--- config.mk ---
export PLATFORM = sky130hd
export DESIGN_NAME = regfile_access_ctrl_flat
export DESIGN_NICKNAME = d
export VERILOG_FILES = /design/src/rtl/regfile_access_ctrl_pkg.sv /design/src/rtl/regfile_access_ctrl_if.sv /design/src/rtl/regfile_access_ctrl_alu.sv /design/src/rtl/regfile_access_ctrl.sv /design/src/flat_wrapper.sv
export SDC_FILE = /design/constraint.sdc
export NUM_CORES = 1
export LEC_CHECK = 0
export ABC_CLOCK_PERIOD_IN_PS = 9350
export BUFFER_PORTS_ARGS = -buffer_cell sky130_fd_sc_hd__buf_2
export CORE_UTILIZATION = 57
export DETAILED_ROUTE_END_ITERATION = 10
export PLACE_DENSITY = 0.82
export SLEW_MARGIN = 20
export SYNTH_ARGS = -nofsm -noshare
export SYNTH_HDL_FRONTEND = slang
export SYNTH_SLANG_ARGS = --single-unit
--- constraint.sdc ---
create_clock -name clock -period 9.35 [get_ports clock]
set_clock_uncertainty 0.05 [all_clocks]
set_input_delay 0.935 -clock clock [delete_from_list [all_inputs] [get_ports clock]]
set_output_delay 0.935 -clock clock [all_outputs]
set_load 0.05 [all_outputs]
--- src/rtl/regfile_access_ctrl_pkg.sv ---
// Shared definitions for the register-file access controller: default widths,
// ALU op encodings and controller FSM state encodings.
package regfile_pkg;

    localparam int DEF_DATA_W = 32;
    localparam int DEF_ADDR_W = 2;

    typedef enum logic [1:0] {
        OP_ADD = 2'b00,
        OP_SUB = 2'b01,
        OP_AND = 2'b10,
        OP_MOV = 2'b11
    } op_e;

    typedef enum logic [1:0] {
        S_IDLE = 2'b00,
        S_RD   = 2'b01,
        S_EX   = 2'b10,
        S_WB   = 2'b11
    } state_e;

endpackage

--- src/rtl/regfile_access_ctrl_if.sv ---
// Command handshake plus register-file read/write bus seen by the controller.
// master = the controller; slave = command source and register file together.
interface regfile_access_ctrl_if
    import regfile_pkg::*;
#(
    parameter int DATA_W = DEF_DATA_W,
    parameter int ADDR_W = DEF_ADDR_W
);
    logic              cmd_valid;
    logic              cmd_ready;
    logic [1:0]        cmd_op;
    logic [ADDR_W-1:0] cmd_src1;
    logic [ADDR_W-1:0] cmd_src2;
    logic [ADDR_W-1:0] cmd_dst;
    logic [ADDR_W-1:0] rdreg1;
    logic [ADDR_W-1:0] rdreg2;
    logic [DATA_W-1:0] rdData1;
    logic [DATA_W-1:0] rdData2;
    logic [ADDR_W-1:0] wrreg;
    logic [DATA_W-1:0] wrData;
    logic              write;
    logic              busy;
    logic              done;
    logic [DATA_W-1:0] result;

    modport master (
        input  cmd_valid, cmd_op, cmd_src1, cmd_src2, cmd_dst, rdData1, rdData2,
        output cmd_ready, rdreg1, rdreg2, wrreg, wrData, write, busy, done, result
    );

    modport slave (
        output cmd_valid, cmd_op, cmd_src1, cmd_src2, cmd_dst, rdData1, rdData2,
        input  cmd_ready, rdreg1, rdreg2, wrreg, wrData, write, busy, done, result
    );

endinterface

--- src/rtl/regfile_access_ctrl_alu.sv ---
// Two-operand ALU shared by the access controller and the instruction decoder.
// Arithmetic wraps modulo 2**DATA_W; MOV passes the first operand through.
module regfile_alu
    import regfile_pkg::*;
#(
    parameter int DATA_W = DEF_DATA_W
) (
    input  op_e               op,
    input  logic [DATA_W-1:0] a,
    input  logic [DATA_W-1:0] b,
    output logic [DATA_W-1:0] y
);

    // Select the operation result for the current op.
    always_comb begin
        y = '0;
        case (op)
            OP_ADD:  y = a + b;
            OP_SUB:  y = a - b;
            OP_AND:  y = a & b;
            OP_MOV:  y = a;
            default: y = '0;
        endcase
    end

endmodule

--- src/rtl/regfile_access_ctrl.sv ---
// Register-file access controller: accepts one command, reads two sources,
// computes an ALU result and writes it back (IDLE -> RD -> EX -> WB, 4 cycles).
module regfile_access_ctrl
    import regfile_pkg::*;
#(
    parameter int DATA_W = DEF_DATA_W,
    parameter int ADDR_W = DEF_ADDR_W
) (
    input  logic                  clock,
    input  logic                  reset,
    regfile_access_ctrl_if.master bus
);

    state_e            state;
    state_e            state_next;
    logic              transfer;
    logic              write_c;
    logic              busy_c;

    op_e               op_q;
    logic [ADDR_W-1:0] src1_q;
    logic [ADDR_W-1:0] src2_q;
    logic [ADDR_W-1:0] dst_q;
    logic [DATA_W-1:0] op_a;
    logic [DATA_W-1:0] op_b;
    logic [DATA_W-1:0] res_q;
    logic [DATA_W-1:0] alu_y;
    logic [ADDR_W-1:0] wrreg_q;
    logic [DATA_W-1:0] result_q;
    logic              done_q;

    // Ready is gated by reset so nothing can transfer while reset is asserted.
    assign bus.cmd_ready = (state == S_IDLE) && !reset;
    assign transfer      = bus.cmd_valid && bus.cmd_ready;

    regfile_alu #(.DATA_W(DATA_W)) u_alu (
        .op (op_q),
        .a  (op_a),
        .b  (op_b),
        .y  (alu_y)
    );

    // State register; reset aborts any command in flight.
    always_ff @(posedge clock or posedge reset) begin
        if (reset) state <= S_IDLE;
        else       state <= state_next;
    end

    // Next-state sequencing and decoded write/busy (write follows state, so it drops with reset).
    always_comb begin
        state_next = S_IDLE;
        write_c    = 1'b0;
        busy_c     = 1'b1;
        case (state)
            S_IDLE: begin
                busy_c     = 1'b0;
                state_next = transfer ? S_RD : S_IDLE;
            end
            S_RD:    state_next = S_EX;
            S_EX:    state_next = S_WB;
            S_WB: begin
                write_c    = 1'b1;
                state_next = S_IDLE;
            end
            default: state_next = S_IDLE;
        endcase
    end

    // Latch the command on transfer; src fields directly drive the read selects.
    always_ff @(posedge clock or posedge reset) begin
        if (reset) begin
            op_q   <= OP_ADD;
            src1_q <= '0;
            src2_q <= '0;
            dst_q  <= '0;
        end else if (transfer) begin
            op_q   <= op_e'(bus.cmd_op);
            src1_q <= bus.cmd_src1;
            src2_q <= bus.cmd_src2;
            dst_q  <= bus.cmd_dst;
        end
    end

    // Capture operands in RD, result and write select in EX.
    always_ff @(posedge clock or posedge reset) begin
        if (reset) begin
            op_a    <= '0;
            op_b    <= '0;
            res_q   <= '0;
            wrreg_q <= '0;
        end else begin
            if (state == S_RD) begin
                op_a <= bus.rdData1;
                op_b <= bus.rdData2;
            end
            if (state == S_EX) begin
                res_q   <= alu_y;
                wrreg_q <= dst_q;
            end
        end
    end

    // Commit-side outputs: result holds until the next write-back, done pulses once.
    always_ff @(posedge clock or posedge reset) begin
        if (reset) begin
            result_q <= '0;
            done_q   <= 1'b0;
        end else begin
            done_q <= (state == S_WB);
            if (state == S_WB) result_q <= res_q;
        end
    end

    assign bus.rdreg1 = src1_q;
    assign bus.rdreg2 = src2_q;
    assign bus.wrreg  = wrreg_q;
    assign bus.wrData = res_q;
    assign bus.write  = write_c;
    assign bus.busy   = busy_c;
    assign bus.done   = done_q;
    assign bus.result = result_q;

endmodule

--- src/flat_wrapper.sv ---
// flat-port wrapper written by rule: the top's interface ports become plain ports
module regfile_access_ctrl_flat import regfile_pkg::*;
#(
    parameter int DATA_W = DEF_DATA_W,
    parameter int ADDR_W = DEF_ADDR_W
)
  (clock, reset, bus_cmd_valid, bus_cmd_op, bus_cmd_src1, bus_cmd_src2, bus_cmd_dst, bus_rdData1, bus_rdData2, bus_cmd_ready, bus_rdreg1, bus_rdreg2, bus_wrreg, bus_wrData, bus_write, bus_busy, bus_done, bus_result);
  regfile_access_ctrl_if #(.DATA_W(DATA_W), .ADDR_W(ADDR_W)) bus_i ();
  input  logic clock;
  input  logic reset;
  input wire logic [$bits(bus_i.cmd_valid)-1:0] bus_cmd_valid;
  input wire logic [$bits(bus_i.cmd_op)-1:0] bus_cmd_op;
  input wire logic [$bits(bus_i.cmd_src1)-1:0] bus_cmd_src1;
  input wire logic [$bits(bus_i.cmd_src2)-1:0] bus_cmd_src2;
  input wire logic [$bits(bus_i.cmd_dst)-1:0] bus_cmd_dst;
  input wire logic [$bits(bus_i.rdData1)-1:0] bus_rdData1;
  input wire logic [$bits(bus_i.rdData2)-1:0] bus_rdData2;
  output wire logic [$bits(bus_i.cmd_ready)-1:0] bus_cmd_ready;
  output wire logic [$bits(bus_i.rdreg1)-1:0] bus_rdreg1;
  output wire logic [$bits(bus_i.rdreg2)-1:0] bus_rdreg2;
  output wire logic [$bits(bus_i.wrreg)-1:0] bus_wrreg;
  output wire logic [$bits(bus_i.wrData)-1:0] bus_wrData;
  output wire logic [$bits(bus_i.write)-1:0] bus_write;
  output wire logic [$bits(bus_i.busy)-1:0] bus_busy;
  output wire logic [$bits(bus_i.done)-1:0] bus_done;
  output wire logic [$bits(bus_i.result)-1:0] bus_result;
  assign bus_i.cmd_valid = bus_cmd_valid;
  assign bus_i.cmd_op = bus_cmd_op;
  assign bus_i.cmd_src1 = bus_cmd_src1;
  assign bus_i.cmd_src2 = bus_cmd_src2;
  assign bus_i.cmd_dst = bus_cmd_dst;
  assign bus_i.rdData1 = bus_rdData1;
  assign bus_i.rdData2 = bus_rdData2;
  assign bus_cmd_ready = bus_i.cmd_ready;
  assign bus_rdreg1 = bus_i.rdreg1;
  assign bus_rdreg2 = bus_i.rdreg2;
  assign bus_wrreg = bus_i.wrreg;
  assign bus_wrData = bus_i.wrData;
  assign bus_write = bus_i.write;
  assign bus_busy = bus_i.busy;
  assign bus_done = bus_i.done;
  assign bus_result = bus_i.result;
  regfile_access_ctrl #(.DATA_W(DATA_W), .ADDR_W(ADDR_W)) u_core (.clock(clock), .reset(reset), .bus(bus_i));
endmodule
==> out/metrics.yaml, run 1 <==
drc: 0
h-tree-depth: 4
ys.flop_type: "dfrtp_1"
crit_arrival_ps: 4580
cp_common_cell: "a21oi_1"
path_clk_slew_ps: 60
rows: 42
synth.avg_cell_area_sq_um: 10.7
io_buffers: 148
vias: 6351
cts.sinks: 141
async_flop_share: 1.00
dr.pass1.iters: 6
detail_route.wl_per_cell_microns: 18.3
worst_hold_path_type: "flip-flop to flip-flop"
yosysWarnings: 0
die_area_sq_um: 14500
drive_gt1_frac: 0.332
tightest_slew_ps: 938
drt_iter0_drc: 386
critical_path_class: "flip-flop to flip-flop"
fin_util: 0.698
cp_cell_sequence: "nor4_1 > nand2_1 > or2_2 > nor3_1 > and3b_2 > a21oi_1 > xnor2_1 > ha_1 > a21oi_1 > o21bai_1 > a21oi_1 > o21bai_1 > a211oi_1 > a211oi_1 > xnor2_1 > o21ai_0"
cts-buffers-inserted: 17
rsz0062_at_grt: "false"
antenna_found_initial: 1
status: "completed"
critPathLaunchType: "flip-flop"
critPathMaxStageDelay_ps: 490
multiInputGateArea_sq_um: 4240
setup_viol: 0
cpMaxStageDelayCell: "nor4_1"
clockBufferDepth: 2
post_cts_resized: 0
synth.distinct_cells: 54
clk_latency_ps: 430
final_common_cell: "buf_2"
end_kind: "flip-flop"
grt_max_degree: 74
postCtsSetupBuffers: 0
grt_pass1_vias: 6249
synth_fp_nets: 859
drtAntennaViolNets: 0
critPathRequiredTime_ps: 9570
viasPerCell: 5.94
ff_latch_area_sq_um: 3530
grt_remaining_overflow: 0
stdcell_area_sq_um: 9390
ys_ff_latch: 141
fill_cells: 1068
nNetsFinal: 994
cts-root-buf: "clkbuf_16"
final_cell_mix: "148 x buf_2, 141 x dfrtp_1, 101 x mux2_2"
synth_edf_count: 0
slew_viol_final: 0
timing.fmax_ghz: 0.230
cts_tree: "done"
place_area_sq_um: 8840
postCtsHoldBufs: 0
area_growth_pct: 17.8
die_w_microns: 120
io_pins: 149
syn_inst: 745
seq_area_frac_synth: 0.443
start_util: 0.593
cap_violations: 0
min_period_ps: 4360
netlist_area_sq_um: 7970
max_slew_margin: 0.375
gp_congestion: 0.956
setup_slack_ps: 4990
finalSetupTns_ps: 0
crit_fanout: 8
finalHoldViolCount: 0
grt_pass1_wl_mm: 32.2
wirelength_mm: 19.6
grt_usage: 0.288
die_h_microns: 120
dp_hpwl_mm: 13.7
dpl_worst_slack_ps: 5100
period_share: 0.466
core_sq_um: 13500
==> final cells by class <==
cell class              instances  share of cell area
multi-input cells             546               0.451
clock buffers                  24              0.0502
repair buffers                153              0.0829
diodes                          1            0.000267
well taps                     176              0.0235
clock inverters                 7             0.00693
inverters                      21             0.00893
flip-flops and latches        141               0.376
==> logic make-up (layout without fill, tap and decap cells) <==
group | count (synthesis) | after routing | share of synthesized area
buffers and inverters | 58 | 205 | 0.0273
xor gates and xnor gates | 56 | 56 | 0.0625
muxes | 106 | 106 | 0.149
DFF | 141 | 141 | 0.443
adders and majority gates | 39 | 39 | 0.0621
AOI/OAI and AO/OA | 198 | 198 | 0.165
and+or+nand+nor | 147 | 147 | 0.0913
other | 0 | 1 | 0
==> flip-flops by register name (all words and copies together), names as in the netlist, 32 cells and up <==
register           count
u_core.op_b           32
u_core.op_a           32
u_core.bus.wrData     32
u_core.bus.result     32
==> critical path, delay by kind of cell, from the launching register on <==
kind	cells	cell delay, ps
flops	1	450
fa+ha+maj	1	400
xor+xnor	2	360
simple gates	5	1470
compound gates	8	1470
==> cell usage after synthesis, types with 5 or more instances <==
cell type,count,share of area
nand4_1,8,0.0063
clkbuf_1,29,0.014
nor4_1,5,0.0039
nand2_1,50,0.024
o21a_1,13,0.012
o21ai_0,47,0.030
nor2_1,40,0.019
dfrtp_1,141,0.44
o21bai_1,7,0.0066
inv_1,20,0.0094
xor2_1,12,0.013
nand2b_1,9,0.0071
mux2i_1,5,0.0063
o221ai_1,12,0.013
xnor2_1,43,0.047
a31oi_1,12,0.0094
buf_1,8,0.0038
mux2_2,101,0.14
a21oi_1,48,0.030
o211ai_1,25,0.024
nor3_1,12,0.0075
ha_1,38,0.060
a211oi_1,5,0.0047
==> metal layers <==
layer / GRT usage / wire length [microns] / part of all wire
met3: 0.0618 / 1260 / 0.064
met5: 0 / 0 / 0
met1: 0.395 / 8860 / 0.45
met2: 0.457 / 9200 / 0.47
met4: 0.0903 / 266 / 0.014
==> per-stage QoR <==
| stage | hold WS [ps] | cells |
|---|---|---|
| after floorplan | 424 | 745 |
| after detailed placement | 440 | 1037 |
| after CTS | 453 | 1068 |
| after global routing | 462 | 1068 |
| final | 451 | 1069 |
| after global placement | 434 | 1037 |
==> final timing paths <==
kind	start	endpoint	slack, ps	cells past startpoint
max	u_core.op_b[2]$_DFFE_PP0N_	u_core.bus.wrData[29]$_DFFE_PP0P_	4990	16
min in group asynchronous	reset	u_core.state[1]$_DFF_PP0_	550	2
min	u_core.bus.result[21]$_DFFE_PP0P_	u_core.bus.result[21]$_DFFE_PP0P_	450	1
min reg2reg	u_core.bus.result[21]$_DFFE_PP0P_	u_core.bus.result[21]$_DFFE_PP0P_	450	1
max reg2reg	u_core.op_b[2]$_DFFE_PP0N_	u_core.bus.wrData[29]$_DFFE_PP0P_	4990	16
max in group asynchronous	reset	u_core.op_a[15]$_DFFE_PP0N_	7310	3
Power of run 1 is left out: the tool's default activity adds up to more than one toggle a clock period on the data nets, which glitch-free logic cannot reach.
==> run 2: changes to the inputs <==
--- a/config.mk
+++ b/config.mk
@@ -5,11 +5,11 @@
 export SDC_FILE = /design/constraint.sdc
 export NUM_CORES = 1
 export LEC_CHECK = 0
-export ABC_CLOCK_PERIOD_IN_PS = 9350
+export ABC_CLOCK_PERIOD_IN_PS = 4300
 export BUFFER_PORTS_ARGS = -buffer_cell sky130_fd_sc_hd__buf_2
-export CORE_UTILIZATION = 57
+export CORE_UTILIZATION = 56
 export DETAILED_ROUTE_END_ITERATION = 10
-export PLACE_DENSITY = 0.82
+export PLACE_DENSITY = 0.8
 export SLEW_MARGIN = 20
 export SYNTH_ARGS = -nofsm -noshare
 export SYNTH_HDL_FRONTEND = slang
==> constraint.sdc (replaced) <==
create_clock -name clock -period 4.3 [get_ports clock]
set_clock_uncertainty 0.05 [all_clocks]
set_input_delay 0.43 -clock clock [delete_from_list [all_inputs] [get_ports clock]]
set_output_delay 0.43 -clock clock [all_outputs]
set_load 0.05 [all_outputs]
==> run 2 against run 1 <==
Against the previous run:
- fmax grew 7.7%
- register-to-register slack lost 4700 ps
- cell area grew 1.6%
- via count grew 1.9%
- global-route usage shrank 1.2 points
- critical path depth shrank 1
==> out/metrics.yaml, run 2 (synthesis results as in run 1) <==
h-tree-depth: 4  # unchanged
cts-buffers-inserted: 17  # unchanged
tightest_slew_ps: 926  # -12.7 ps
path_clk_slew_ps: 60  # about the same
grt_usage: 0.275  # -0.0122
rows: 43  # +2.4%
postCtsSetupBuffers: 0  # unchanged
drc: 0  # unchanged
area_growth_pct: 19.7
critPathLaunchType: "flip-flop"
drive_gt1_frac: 0.347  # +0.0155
r2r_cells: 15  # -1
cts-root-buf: "clkbuf_16"
grt_max_degree: 75  # +1.4%
wl_met3_mm: 1.15  # -8.8%
gp_congestion: 0.942  # -1.5%
drt_iter0_drc: 501  # +30%
die_area_sq_um: 14700  # +1.8%
finalHoldViolCount: 0  # unchanged
clockBufferDepth: 2  # unchanged
end_kind: "flip-flop"
nNetsFinal: 1005  # +1.1%
die_h_microns: 121  # +0.88%
cts.sinks: 141  # unchanged
crit_arrival_ps: 4280  # -300 ps
fill_cells: 1072  # +0.37%
start_util: 0.574  # -0.0183
min_period_ps: 4050  # -310 ps
critPathRequiredTime_ps: 4530  # -5040 ps
dpl_worst_slack_ps: 142  # -4960 ps
core_sq_um: 13900  # +3.2%
max_slew_margin: 0.383  # +0.00848
final_cell_mix: "148 x buf_2, 141 x dfrtp_1, 101 x mux2_2"
met1_length_mm: 8.71  # -1.7%
cap_violations: 0  # unchanged
slew_viol_final: 0  # unchanged
io_buffers: 148  # unchanged
dp_hpwl_mm: 14.0  # +2.1%
timing.fmax_ghz: 0.247  # +7.7%
dr.pass1.iters: 6  # unchanged
final_common_cell: "buf_2"
die_w_microns: 121  # +0.88%
ff_latch_area_sq_um: 3530  # unchanged
antenna_found_initial: 0  # -1
worst_hold_path_type: "primary input to async pin"
setup_viol: 0  # unchanged
wirelength_mm: 19.5  # -0.62%
multiInputGateArea_sq_um: 4260  # +0.44%
drtAntennaViolNets: 0  # unchanged
crit_fanout: 7  # -1
critical_path_class: "flip-flop to flip-flop"
topRoutingLayerUsed: "met4"
grt_remaining_overflow: 0  # unchanged
grt_pass1_wl_mm: 31.3  # -2.9%
setup_slack_ps: 254  # -4740 ps
vias: 6470  # +1.9%
detail_route.wl_per_cell_microns: 18.0  # -2.0%
viasPerCell: 5.97  # +0.46%
num_antenna_cells: 0  # -1
hold_slack_ps: 77.5  # -373 ps
status: "completed"
grt_pass1_vias: 6187  # -0.99%
cts_tree: "done"
wl_met2_mm: 9.40  # +2.2%
period_share: 0.941  # +0.475
clk_latency_ps: 420  # about the same
io_pins: 149  # unchanged
[run 2: critical path, stage by stage, from the launching register on]
cell and delay [ps]:
dfrtp_1 480, nor4_4 360, nor4b_4 320, nor2b_1 380, a21oi_1 150, xnor2_1 140, ha_1 420, nand2_1 100
o21ai_0 260, a211oi_1 120, nor3_1 170, a21oi_1 70, buf_4 170, a21boi_0 360, mux2i_1 240, nand4_1 110
[run 2: worst paths after layout]
path                                                   startpoint                                end  slack (ps)
worst min-delay path                                        reset          u_core.state[0]$_DFF_PP0_          80
min in group clock                                 bus_rdData1[0]         u_core.op_a[0]$_DFFE_PP0N_         170
worst min register to register  u_core.bus.result[16]$_DFFE_PP0P_  u_core.bus.result[16]$_DFFE_PP0P_         450
worst max register to register         u_core.op_b[2]$_DFFE_PP0N_  u_core.bus.wrData[28]$_DFFE_PP0P_         250
max in group asynchronous                                   reset  u_core.bus.result[15]$_DFFE_PP0P_        3210
worst max-delay path                   u_core.op_b[2]$_DFFE_PP0N_  u_core.bus.wrData[28]$_DFFE_PP0P_         250
[run 2: final cells by class]
type / count / share of cell area
multi-input cells: 546 / 0.446
flip-flops and latches: 141 / 0.370
repair buffers: 164 / 0.0902
clock buffers: 22 / 0.0497
well taps: 180 / 0.0236
clock inverters: 10 / 0.0118
inverters: 21 / 0.00878
[run 2: per-stage QoR]
step           std cells  utilization  TNS, ps  area, sq um
6_report            1084        0.687        0         9540
5_1_grt             1084        0.687    -50.6         9540
2_1_floorplan        745            -        0         7970
4_1_cts             1084        0.686        0         9520
3_3_place_gp        1052        0.644        0         8930
3_5_place_dp        1052        0.644        0         8930
[run 2: timing repair]
| item | in CTS | in global routing |
|---|---|---|
| hold buffers | 0 | 0 |
| endpoints found under the setup margin | 0 | 7 |
| hold endpoints to repair | 0 | 0 |
| resized for setup | 0 | 4 |
[run 2: layer usage]
metal  GRT usage  vias up
li1            -     3028
met1       0.382     3190
met2       0.439      232
met3      0.0573       20
met4      0.0687        0
met5           0        -
Power of run 2 is left out for the same reason.
